--- config.mk ---
export PLATFORM = sky130hd
export DESIGN_NAME = calc_core_seq_flat
export DESIGN_NICKNAME = d
export VERILOG_FILES = /design/src/rtl/calc_core_seq_if.sv /design/src/rtl/calc_core_seq.sv /design/src/flat_wrapper.sv
export SDC_FILE = /design/constraint.sdc
export NUM_CORES = 1
export LEC_CHECK = 0
export ABC_AREA = 1
export BUFFER_PORTS_ARGS = -buffer_cell sky130_fd_sc_hd__buf_2
export CAP_MARGIN = 0
export CORE_MARGIN = 1
export CORE_UTILIZATION = 45
export DETAILED_ROUTE_END_ITERATION = 12
export PLACE_DENSITY = 0.71
export SLEW_MARGIN = 20
export SYNTH_ARGS = -nofsm -noshare
export SYNTH_HDL_FRONTEND = slang
export SYNTH_SLANG_ARGS = --single-unit
export TNS_END_PERCENT = 30
--- constraint.sdc ---
create_clock -name clk -period 2.1 [get_ports clk]
set_input_delay 0.42 -clock clk [delete_from_list [all_inputs] [get_ports clk]]
set_output_delay 0.42 -clock clk [all_outputs]
set_load 0.05 [all_outputs]
--- src/rtl/calc_core_seq_if.sv ---
// Button inputs and display-facing outputs of the sequential calculator core.
interface calc_core_seq_if #(
  parameter int WIDTH = 4
);
  logic             enter;
  logic             back;
  logic             up;
  logic             down;
  logic [WIDTH-1:0] a_val;
  logic [WIDTH-1:0] b_val;
  logic [2:0]       op_val;
  logic [1:0]       state;
  logic [WIDTH-1:0] result;
  logic             carry;
  logic             zero;
  logic             busy;
  logic             res_valid;

  modport master (
    output enter, back, up, down,
    input  a_val, b_val, op_val, state, result, carry, zero, busy, res_valid
  );

  modport slave (
    input  enter, back, up, down,
    output a_val, b_val, op_val, state, result, carry, zero, busy, res_valid
  );
endinterface

--- src/rtl/calc_core_seq.sv ---
// Sequential calculator core: button-driven operand/opcode entry, one-cycle ALU ops and a
// shift-add multiplier. Define ACCUM_EN to chain the result back into operand A.
module calc_core_seq #(
  parameter int WIDTH      = 4,
  parameter int MUL_CYCLES = WIDTH
) (
  input logic            clk,
  input logic            rst,
  calc_core_seq_if.slave bus
);
  typedef enum logic [1:0] {
    S_A   = 2'd0,
    S_B   = 2'd1,
    S_OP  = 2'd2,
    S_RES = 2'd3
  } state_t;

  localparam int CW = $clog2(MUL_CYCLES + 1);

  state_t             state_q;
  logic [WIDTH-1:0]   a_q, b_q, res_q;
  logic [2:0]         op_q;
  logic               carry_q, zero_q, busy_q, valid_q;
  logic [2*WIDTH-1:0] mul_cand, mul_acc, mul_next;
  logic [WIDTH-1:0]   mul_plier;
  logic [CW-1:0]      mul_cnt;
  logic [WIDTH:0]     sum;
  logic [WIDTH-1:0]   alu_res;
  logic               alu_carry;
  logic               inc, dec, mul_last;

  assign inc      = bus.up & ~bus.down;
  assign dec      = bus.down & ~bus.up;
  assign sum      = {1'b0, a_q} + {1'b0, b_q};
  assign mul_next = mul_acc + (mul_plier[0] ? mul_cand : '0);
  assign mul_last = (mul_cnt == CW'(MUL_CYCLES - 1));

  always_comb begin
    alu_res   = '0;
    alu_carry = 1'b0;
    case (op_q)
      3'd0: begin
        alu_res   = sum[WIDTH-1:0];
        alu_carry = sum[WIDTH];
      end
      3'd1: begin
        alu_res   = a_q - b_q;
        alu_carry = (a_q < b_q);
      end
      3'd2: alu_res = a_q & b_q;
      3'd3: alu_res = a_q | b_q;
      3'd4: alu_res = a_q ^ b_q;
      3'd5: alu_res = (32'(b_q) >= WIDTH) ? '0 : (a_q << b_q);
      3'd6: alu_res = (32'(b_q) >= WIDTH) ? '0 : (a_q >> b_q);
      default: alu_res = '0;
    endcase
  end

  // Priority inside each state is back > enter > up/down; up with down cancels out.
  always_ff @(posedge clk or negedge rst) begin
    if (!rst) begin
      state_q   <= S_A;
      a_q       <= '0;
      b_q       <= '0;
      op_q      <= '0;
      res_q     <= '0;
      carry_q   <= 1'b0;
      zero_q    <= 1'b0;
      busy_q    <= 1'b0;
      valid_q   <= 1'b0;
      mul_cand  <= '0;
      mul_acc   <= '0;
      mul_plier <= '0;
      mul_cnt   <= '0;
    end else begin
      case (state_q)
        S_A: begin
          if (bus.back)       a_q     <= '0;
          else if (bus.enter) state_q <= S_B;
          else if (inc)       a_q     <= a_q + WIDTH'(1);
          else if (dec)       a_q     <= a_q - WIDTH'(1);
        end
        S_B: begin
          if (bus.back)       state_q <= S_A;
          else if (bus.enter) state_q <= S_OP;
          else if (inc)       b_q     <= b_q + WIDTH'(1);
          else if (dec)       b_q     <= b_q - WIDTH'(1);
        end
        S_OP: begin
          if (bus.back) begin
            state_q <= S_B;
          end else if (bus.enter) begin
            state_q <= S_RES;
            if (op_q == 3'd7) begin
              busy_q    <= 1'b1;
              valid_q   <= 1'b0;
              mul_cand  <= {{WIDTH{1'b0}}, a_q};
              mul_plier <= b_q;
              mul_acc   <= '0;
              mul_cnt   <= '0;
            end else begin
              res_q   <= alu_res;
              carry_q <= alu_carry;
              zero_q  <= (alu_res == '0);
              valid_q <= 1'b1;
            end
          end else if (inc) begin
            op_q <= op_q + 3'd1;
          end else if (dec) begin
            op_q <= op_q - 3'd1;
          end
        end
        S_RES: begin
          if (busy_q) begin
            if (bus.back) begin
              busy_q  <= 1'b0;
              state_q <= S_OP;
            end else begin
              mul_acc   <= mul_next;
              mul_cand  <= mul_cand << 1;
              mul_plier <= mul_plier >> 1;
              mul_cnt   <= mul_cnt + CW'(1);
              if (mul_last) begin
                busy_q  <= 1'b0;
                valid_q <= 1'b1;
                res_q   <= mul_next[WIDTH-1:0];
                carry_q <= |mul_next[2*WIDTH-1:WIDTH];
                zero_q  <= (mul_next[WIDTH-1:0] == '0);
              end
            end
          end else if (valid_q) begin
            if (bus.back) begin
              valid_q <= 1'b0;
              state_q <= S_OP;
            end else if (bus.enter) begin
              valid_q <= 1'b0;
`ifdef ACCUM_EN
              a_q     <= res_q;
              b_q     <= '0;
              state_q <= S_B;
`else
              a_q     <= '0;
              b_q     <= '0;
              op_q    <= '0;
              state_q <= S_A;
`endif
            end
          end
        end
        default: state_q <= S_A;
      endcase
    end
  end

  assign bus.a_val     = a_q;
  assign bus.b_val     = b_q;
  assign bus.op_val    = op_q;
  assign bus.state     = state_q;
  assign bus.result    = res_q;
  assign bus.carry     = carry_q;
  assign bus.zero      = zero_q;
  assign bus.busy      = busy_q;
  assign bus.res_valid = valid_q;
endmodule

--- src/flat_wrapper.sv ---
// flat-port wrapper written by rule: the top's interface ports become plain ports
module calc_core_seq_flat 
#(
  parameter int WIDTH      = 4,
  parameter int MUL_CYCLES = WIDTH
)
  (clk, rst, bus_enter, bus_back, bus_up, bus_down, bus_a_val, bus_b_val, bus_op_val, bus_state, bus_result, bus_carry, bus_zero, bus_busy, bus_res_valid);
  calc_core_seq_if #(.WIDTH(WIDTH)) bus_i ();
  input logic clk;
  input logic rst;
  input wire logic [$bits(bus_i.enter)-1:0] bus_enter;
  input wire logic [$bits(bus_i.back)-1:0] bus_back;
  input wire logic [$bits(bus_i.up)-1:0] bus_up;
  input wire logic [$bits(bus_i.down)-1:0] bus_down;
  output wire logic [$bits(bus_i.a_val)-1:0] bus_a_val;
  output wire logic [$bits(bus_i.b_val)-1:0] bus_b_val;
  output wire logic [$bits(bus_i.op_val)-1:0] bus_op_val;
  output wire logic [$bits(bus_i.state)-1:0] bus_state;
  output wire logic [$bits(bus_i.result)-1:0] bus_result;
  output wire logic [$bits(bus_i.carry)-1:0] bus_carry;
  output wire logic [$bits(bus_i.zero)-1:0] bus_zero;
  output wire logic [$bits(bus_i.busy)-1:0] bus_busy;
  output wire logic [$bits(bus_i.res_valid)-1:0] bus_res_valid;
  assign bus_i.enter = bus_enter;
  assign bus_i.back = bus_back;
  assign bus_i.up = bus_up;
  assign bus_i.down = bus_down;
  assign bus_a_val = bus_i.a_val;
  assign bus_b_val = bus_i.b_val;
  assign bus_op_val = bus_i.op_val;
  assign bus_state = bus_i.state;
  assign bus_result = bus_i.result;
  assign bus_carry = bus_i.carry;
  assign bus_zero = bus_i.zero;
  assign bus_busy = bus_i.busy;
  assign bus_res_valid = bus_i.res_valid;
  calc_core_seq #(.WIDTH(WIDTH), .MUL_CYCLES(MUL_CYCLES)) u_core (.clk(clk), .rst(rst), .bus(bus_i));
endmodule
==> metrics.yaml <==
routing:
  drt-met1-wl_um: 4087
  drcViolationCount: 0
  route.met2.wl_um: 3836
  drt-wirelength-per-cell_um: 14.01
  top_layer: "met4"
  ant_nets: 0
  wl_met3_um: 360
  routed-via-count: 3183
  drt-total-wl_um: 8418
  vias_per_cell: 5.296
  first_pass_iters: 5
  drt-initial-drc-count: 171
floorplan:
  start_util_pct: 46.71
  die_w_um: 91.80
  die_y_um: 91.80
  core_area_mm2: 0.007767
  dieArea_mm2: 0.008426
  core.rowCount: 32
  pin_count: 27
power_and_ir_drop:
  ir_drop_mv: 0.8820
  p_leak_nw: 2.080
  p_per_area_mw_per_mm2: 1541
  power_mw: 6.238
clock_tree:
  clockBufferDepth: 2
  clock_sinks: 44
  cts_max_level: 2
  hold_buffers: 0
  post-cts-setup-buffers: 0
  cts_buffers: 5
  cts_tree: "built"
  worst_skew_pair.late_latency_ns: 0.31
  clk_pin_slew_ns: 0.10
  clock_tree.root_cell: "clkbuf_8"
  cts.repair.resized: 0
setup_path:
  rr_startpoint: "u_core.mul_plier[0]$_DFFE_PN0P_"
  worstSetupStartpointType: "register"
  crit_family: "simple AND/OR/NAND/NOR gates"
  worst-endpoint-required_ns: 2.31
  crit_chain: "buf_4, nand2_1, inv_1, ha_2, nand3_1, nand2_1, nand2_1, nand2_1, xor2_1, nand3_1, nand2_1, nand2_1"
  cp_slowest_cell: "dfrtp_1"
  reg2reg_to: "u_core.bus.carry$_DFFE_PN0P_"
  reg2reg_setup_slack_ns: 0.14
  crit_type: "register to register"
  crit_top_cell: "nand2_1"
  crit_fanout: 8
  slowest_delay_ns: 0.38
  reg2reg_depth: 12
  crit_buf_inv: 2
  cp.arrival_ns: 2.17
  worstSetupEndpointType: "register"
placement:
  hpwlAfterDp_um: 6477
  place_congestion: 0.9048
  io_buffer_count: 26
  dp_slack_ns: 0.1011
  dpl_cell_area_mm2: 0.003915
logic_synthesis:
  synth.largest_area_cell: "dfrtp_1"
  synth.distinct_cells: 42
  async_flop_share_pct: 100.0
  synth_area_leaders: "dfrtp_1 (30%), ha_1 (13%), nand2_1 (9.5%), inv_1 (6.0%), nand3_1 (5.8%)"
  syn_inst: 459
  synth.cell_area_mm2: 0.003628
  ys_top_cells_by_count: "nand2_1 (92), inv_1 (58), dfrtp_1 (44)"
  synth-edff-count: 0
  avgSynthCellArea_um2: 7.905
  synth_seq_area_share_pct: 30.34
  synth_fp_nets: 508
  yosys_warnings: 0
  synth.most_common_cell: "nand2_1"
  synth_seq_cells: 44
  ys.flop_type: "dfrtp_1"
  synth.top_cell.area_share_pct: 30.34
timing:
  holdWs_ns: 0.1743
  period_share_pct: 93.30
  hold_viol: 0
  setup_viol: 0
  fin_crit_ns: 1.959
  max_freq_mhz: 510.4
  tns_ns: 0
  max_slew_margin_pct: 48.79
  finalClockSkew_ns: 0.006305
  drv_slew: 0
  tightest_slew_ns: 0.7681
  rsz0062_at_grt: "true"
  setup_slack_ns: 0.1408
grt:
  first_global_vias: 3106
  overflow: 0
  grtUsageTotal_pct: 21.15
  grt_max_degree: 33
  grt_pass1_wl_um: 14270
  antenna_found_initial: 0
flow_run:
  maxCapViolCount: 0
cells_and_area:
  multi_input_area_mm2: 0.002170
  seq_area_mm2: 0.001106
  diodes: 0
  fin_nets: 547
  fin_area_mm2: 0.004049
  layout-drive-gt1-share_pct: 21.64
  nFillCells: 774
  area_delta_synth_final_pct: 11.59
hold_path:
  hold_path_class: "input port to async pin"
run_status:
  outcome: "complete, no violations"
## per-stage QoR
stage	std cells	util (%)
2_1_floorplan	459	-
3_3_place_gp	593	50.40
3_5_place_dp	593	50.40
4_1_cts	601	51.88
5_1_grt	601	52.13
6_report	601	52.13
## report_power, final
| part | internal [mW] | switching (mW) |
|---|---|---|
| Clock | 0.359 | 0.338 |
| Combinational | 1.37 | 2.76 |
| Sequential | 1.17 | 0.253 |
| Total | 2.89 | 3.35 |
## how the worst max path moves through the flow
stage          slack, ns                            to                       startpoint  cells past startpoint
5_1_grt            -0.05  u_core.bus.carry$_DFFE_PN0P_  u_core.mul_plier[0]$_DFFE_PN0P_                     12
3_3_place_gp        0.15  u_core.bus.carry$_DFFE_PN0P_   u_core.mul_cand[0]$_DFFE_PN0P_                     13
6_report            0.14  u_core.bus.carry$_DFFE_PN0P_  u_core.mul_plier[0]$_DFFE_PN0P_                     12
4_1_cts              0.1   u_core.bus.zero$_DFFE_PN0P_  u_core.bus.a_val[0]$_DFFE_PN0P_                     11
2_1_floorplan       0.07   u_core.bus.zero$_DFFE_PN0P_  u_core.bus.a_val[0]$_DFFE_PN0P_                     11
3_5_place_dp        0.10   u_core.bus.zero$_DFFE_PN0P_  u_core.bus.a_val[0]$_DFFE_PN0P_                     11
## cells in the final DEF, fill, tap and decap left out, types with 2 or more instances in the layout
master | synthesis | layout
a22o_1 | 3 | 3
xnor2_1 | 8 | 8
o22ai_1 | 12 | 12
o21ai_2 | 5 | 5
buf_2 | 3 | 26
o21ai_1 | 7 | 7
nand3_2 | 3 | 3
a21oi_2 | 5 | 5
inv_2 | 7 | 8
fa_1 | 5 | 3
ha_1 | 38 | 35
clkbuf_8 | 1 | 5
nand3b_1 | 2 | 2
nand2_1 | 92 | 92
nor2_2 | 1 | 2
dfrtp_1 | 44 | 40
o211ai_1 | 6 | 6
ha_2 | 0 | 3
inv_1 | 58 | 56
clkinvlp_4 | 0 | 2
o21ai_0 | 22 | 22
nor2_1 | 32 | 31
nand2_2 | 10 | 10
a21oi_1 | 16 | 16
inv_4 | 4 | 4
xor2_1 | 5 | 5
nand3_1 | 42 | 42
nand4_1 | 4 | 4
or2_2 | 3 | 3
nor2_8 | 2 | 2
fa_2 | 0 | 2
dfrtp_2 | 0 | 4
buf_4 | 1 | 17
## routing by layer
layer	up-vias	track usage [%]
met1	1499	29.43
met3	13	2.736
met4	0	5.990
met2	91	34.52
met5	-	0
li1	1580	-
## flip-flops by register name (all words and copies together) (netlist names), 2 cells and up
register           count
u_core.mul_acc         8
u_core.mul_cand        8
u_core.bus.a_val       4
u_core.bus.b_val       4
u_core.bus.result      4
u_core.mul_plier       4
u_core.bus.op_val      3
u_core.mul_cnt         3
u_core.bus.state       2
## cell type report
| class | instances | share of cell area (%) |
|---|---|---|
| multi-input cells | 335 | 53.58 |
| flip-flops and latches | 44 | 27.32 |
| inverters | 69 | 6.737 |
| repair buffers | 43 | 6.366 |
| well taps | 102 | 3.152 |
| clock buffers | 5 | 1.700 |
| clock inverters | 3 | 1.143 |
## logic make-up after synthesis
family	Yosys count	synth area share, %
muxes	1	0.2759
buffers and inverters	80	10.28
DFF	44	30.34
and+or+nand+nor	195	25.14
adders and majority gates	43	15.86
AOI/OAI and AO/OA	83	14.97
xor gates and xnor gates	13	3.138
## worst register-to-register path: cells and delay by family (launching register included)
kind | cells | cell delay, ns
xor gates and xnor gates | 1 | 0.21
adders and majority gates | 1 | 0.36
buffers and inverters | 2 | 0.21
DFF | 1 | 0.38
and+or+nand+nor | 8 | 0.69
No activity file was read; power rests on OpenSTA's default activity.
